<file path="src/rtl/mem_checker_cmp_lane.sv">
// Per-lane comparator: mismatch, data-less-than-expected and zero flags.
// Purely combinational, zero latency; no flow control.
// Magnitude compare only built with macro MEM_CHECKER_LESS_EN defined.
module cmp_lane #(
  parameter int p_WIDTH = 8
) (
  input  logic [p_WIDTH-1:0] data,
  input  logic [p_WIDTH-1:0] exp_lane,
  input  logic               en,
  output logic               ne,
  output logic               lt,
  output logic               zero
);

  // A disabled lane never mismatches and never blocks the all-zero flag.
  assign ne   = en && (data != exp_lane);
  assign zero = !en || (data == '0);

`ifdef MEM_CHECKER_LESS_EN
  assign lt = en && (data < exp_lane);
`else
  assign lt = 1'b0;
`endif

endmodule

</file>
<file path="config.mk">
export PLATFORM = sky130hd
export DESIGN_NAME = cmp_lane
export DESIGN_NICKNAME = d
export VERILOG_FILES = /design/src/rtl/mem_checker_cmp_lane.sv
export SDC_FILE = /design/constraint.sdc
export NUM_CORES = 1
export LEC_CHECK = 0
export ABC_AREA = 0
export BUFFER_PORTS_ARGS = -buffer_cell sky130_fd_sc_hd__buf_4
export CORE_AREA = 2 2 39 41
export DETAILED_ROUTE_END_ITERATION = 10
export DIE_AREA = 0 0 41 43
export SLEW_MARGIN = 20
export SYNTH_ARGS = -nofsm -noshare
export SYNTH_HDL_FRONTEND = slang
export SYNTH_SLANG_ARGS = --single-unit
</file>
<file path="constraint.sdc">
create_clock -name vclk -period 1.2
set_clock_uncertainty 0.1 [all_clocks]
set_input_delay 0.06 -clock vclk [all_inputs]
set_output_delay 0.06 -clock vclk [all_outputs]
set_load 0.005 [all_outputs]
</file>
Yosys cells after proc, flatten, opt, wreduce, memory -nomap -nowiden:

Index checks and enable logic that the tools add are counted.

* register bits: 0
* output and inout port bits: 3

* eq/ne operators: 1
* reductions and logical operators: 4

Operators by type and width (number)
* zero test 8 bit: 1
* inequality test 8 bit: 1
* logical AND 1 bit: 1
* zero test 1 bit: 1
* logical OR 1 bit: 1

Longest topological paths before layout:

* word-level depth: 2
* gate-level depth with buffers: 3

Least setup slack after synthesis:

OpenSTA, ideal clock, no wires.

* path type: input-to-output
* start point: input data[5]
* end point: output zero
* arrival: 0.724 ns
* path slack: 0.316 ns
* stages: 2
* buffers on the path: 0
* cell sequence: or4_1 o21ai_1

* cells in the longest elaborated chain, start to end: 2

RTL lines
* start: declaration: line 7 `input logic [p_WIDTH-1:0] data,`
* zero test 8 bit: line 17 `assign zero = !en || (data == '0);`
* logical OR 1 bit: line 17
* end: declaration: line 12 `output logic zero`

No other way between the ends.

Worst setup path after layout:

Ends and elaborated chain as after synthesis.

==> run_summary.xml <==
<?xml version="1.0" encoding="UTF-8"?>
<metrics>
  <group name="power_and_ir_drop">
    <metric name="power_leakage" unit="nW">0.1347</metric>
    <metric name="cellPowerDensity" unit="nW/um2">292.4</metric>
    <metric name="ir_worst_vdd" unit="V">0.00008592</metric>
  </group>
  <group name="global_routing">
    <metric name="global_route.overflow_total" unit="">0</metric>
    <metric name="vias_in_the_first_global_route" unit="">151</metric>
    <metric name="first_pass_grt_wire_length" unit="um">593</metric>
    <metric name="number_of_antenna_violations_at_the_first_check_in_global_routing" unit="">0</metric>
    <metric name="grt_usage" unit="">0.04595</metric>
    <metric name="maximum_number_of_pins_on_one_net_before_global_route_repair" unit="">3</metric>
  </group>
  <group name="synthesis">
    <metric name="avgSynthCellArea" unit="um2">7.585</metric>
    <metric name="post_synth_xor_area_fraction" unit="">0.5773</metric>
    <metric name="muxShareOfSynthArea" unit="">0</metric>
    <metric name="synth_simple_gate_area_share" unit="">0.2268</metric>
    <metric name="yosys.area_share.adder" unit="">0</metric>
    <metric name="yosys-top-cells-area" unit="">sky130_fd_sc_hd__xor2_1 (58%), sky130_fd_sc_hd__or4_1 (12%), sky130_fd_sc_hd__nor4_1 (10%), sky130_fd_sc_hd__a21boi_0 (6.2%), sky130_fd_sc_hd__buf_4 (6.2%)</metric>
    <metric name="yosys.area.top_type_share" unit="">0.5773</metric>
    <metric name="synth_compound_gate_area_share" unit="">0.1031</metric>
    <metric name="synthesis.area" unit="um2">121.4</metric>
    <metric name="cells_after_synth" unit="">16</metric>
    <metric name="ys_seq_area_frac" unit="">0</metric>
    <metric name="synth_nets" unit="">33</metric>
    <metric name="synthesis.yosys.warnings" unit="">0</metric>
    <metric name="synth_area_leader_cell" unit="">sky130_fd_sc_hd__xor2_1</metric>
    <metric name="main_combinational_cell_family_by_area_after_synthesis" unit="">XOR/XNOR gates</metric>
    <metric name="synth_cell_types" unit="">7</metric>
  </group>
  <group name="setup_path">
    <metric name="critical_path.endpoint_type" unit="">output pin</metric>
    <metric name="timing.critical_path.arrival" unit="ns">0.97</metric>
    <metric name="critPathKind" unit="">primary input to output pin</metric>
    <metric name="critical_path.startpoint_type" unit="">primary input</metric>
    <metric name="crit_required" unit="ns">1.04</metric>
    <metric name="critPathMaxStageDelay" unit="ns">0.52</metric>
    <metric name="critPathBufInv" unit="">2</metric>
    <metric name="crit_slowest_cell" unit="">sky130_fd_sc_hd__or4_1</metric>
    <metric name="critical_path.max_fanout" unit="">2</metric>
    <metric name="critical_path.cell_chain" unit="">buf_4 -&gt; or4_1 -&gt; o21ai_1 -&gt; buf_4</metric>
    <metric name="cp_top_family" unit="">simple AND/OR/NAND/NOR gates</metric>
    <metric name="critical_path.most_common_cell" unit="">sky130_fd_sc_hd__buf_4</metric>
  </group>
  <group name="final_layout">
    <metric name="layout.cells.most_common_list" unit="">sky130_fd_sc_hd__buf_4 (19), sky130_fd_sc_hd__xor2_1 (8), sky130_fd_sc_hd__nor4_1 (2), sky130_fd_sc_hd__or4_1 (2)</metric>
    <metric name="areaGrowthSynthToFinish" unit="%">127.8</metric>
    <metric name="share_of_layout_cells_above_drive_strength_1" unit="">0.5588</metric>
    <metric name="flops_and_latches" unit="">0</metric>
    <metric name="utilization" unit="">0.1998</metric>
    <metric name="final_common_cell" unit="">sky130_fd_sc_hd__buf_4</metric>
    <metric name="layout.filler_cells" unit="">159</metric>
    <metric name="final-seq-area" unit="um2">0</metric>
    <metric name="finish.net_count" unit="">53</metric>
    <metric name="diodes" unit="">0</metric>
    <metric name="n_clock_buffer" unit="">0</metric>
  </group>
  <group name="clocking">
    <metric name="cts.repair.resized" unit="">0</metric>
    <metric name="cts_setup_buffers" unit="">0</metric>
    <metric name="hold_bufs_inserted_after_cts" unit="">0</metric>
  </group>
  <group name="floorplanning">
    <metric name="design.portCount" unit="">20</metric>
    <metric name="fp.dieArea" unit="um2">1763</metric>
    <metric name="die_x" unit="um">41</metric>
    <metric name="initial_core_util" unit="">0.08770</metric>
    <metric name="placement_rows" unit="">14</metric>
    <metric name="floorplan.core_area" unit="um2">1384</metric>
    <metric name="floorplan.die.height" unit="um">43</metric>
  </group>
  <group name="placement">
    <metric name="place.gp.congestion" unit="">0.5798</metric>
    <metric name="pre_cts_ws" unit="ns">0.08053</metric>
    <metric name="placement.io_buffers" unit="">19</metric>
  </group>
  <group name="sta">
    <metric name="timing.final.crit_period" unit="ns">1.126</metric>
    <metric name="fmaxAchievable" unit="MHz">888.4</metric>
    <metric name="timing_max_transition_violations_final" unit="">0</metric>
    <metric name="finalSetupTns" unit="ns">0</metric>
    <metric name="timing.final.setup_violations" unit="">0</metric>
    <metric name="share_of_the_clock_period_used_by_the_worst_path_after_layout" unit="">0.9380</metric>
    <metric name="rsz0062_at_grt" unit="">false</metric>
    <metric name="finalWorstSetupSlack" unit="ns">0.07440</metric>
    <metric name="hold_viol_final" unit="">0</metric>
  </group>
  <group name="run_status">
    <metric name="outcome" unit="">finished, final reports clean</metric>
  </group>
  <group name="route">
    <metric name="antenna_violating_nets_post_route" unit="">0</metric>
    <metric name="wl_per_cell" unit="um">8.460</metric>
    <metric name="vias" unit="">173</metric>
    <metric name="via_per_inst" unit="">3.460</metric>
    <metric name="detail_route.drc_violations" unit="">0</metric>
    <metric name="aggregate_routed_wire_length" unit="um">423</metric>
    <metric name="detail_route.first_pass.iterations" unit="">2</metric>
    <metric name="drt-initial-drc-count" unit="">4</metric>
  </group>
  <group name="min_path">
    <metric name="timing.hold.worst.class" unit="">primary input to output pin</metric>
  </group>
  <group name="flow_run">
    <metric name="drv_cap" unit="">0</metric>
  </group>
</metrics>
## routing by layer
layer	share of wire	global-route usage	wire length, um
met5	0	0	0
met4	0	0	0
met3	0.24	0.01047	101
met2	0.31	0.06563	133
met1	0.44	0.07278	188
## synthesized netlist by cell type (all sizes together)
master,instances
a21boi,1
buf,1
conb,1
nor4,2
o21ai,1
or4,2
xor2,8
## power breakdown
| part | total, mW | switching [mW] | internal [mW] |
|---|---|---|---|
| Combinational | 0.0808 | 0.0275 | 0.0534 |
| Sequential | 0 | 0 | 0 |
| Clock | 0 | 0 | 0 |
| Total | 0.0808 | 0.0275 | 0.0534 |
## area by class of cell
cell class                 instances  area, um2  share of cell area
tap                               16      20.02             0.07240
timing repair buffer              19      142.6              0.5158
multi-input combinational         15      113.9              0.4118
## cells by family (layout without fill, tap and decap cells)
family	after synthesis	count (layout)
buf+inv	1	19
other cells	1	1
simple gates	4	4
xor+xnor	8	8
compound gates	2	2
## worst min-delay path, delay by kind of cell
kind | cells | cell delay (ns)
buf+inv | 2 | 0.21
compound gates | 1 | 0.05
## stage by stage
step	power (mW)	hold slack, ns	area, um2	std cells
finish	0.08085	0.2806	276.5	50
global route	0.09023	0.2997	276.5	50
CTS	0.08243	0.2833	276.5	50
detailed placement	0.08216	0.2826	276.5	50
global placement	0.08212	0.2909	276.5	50
floorplan	0.02570	0.07324	121.4	16
## worst paths after layout
check / cells past startpoint / endpoint / from / slack (ns)
hold / removal: 3 / zero / en / 0.28
setup / recovery: 4 / zero / data[5] / 0.07
No activity file was read; power rests on OpenSTA's default activity.
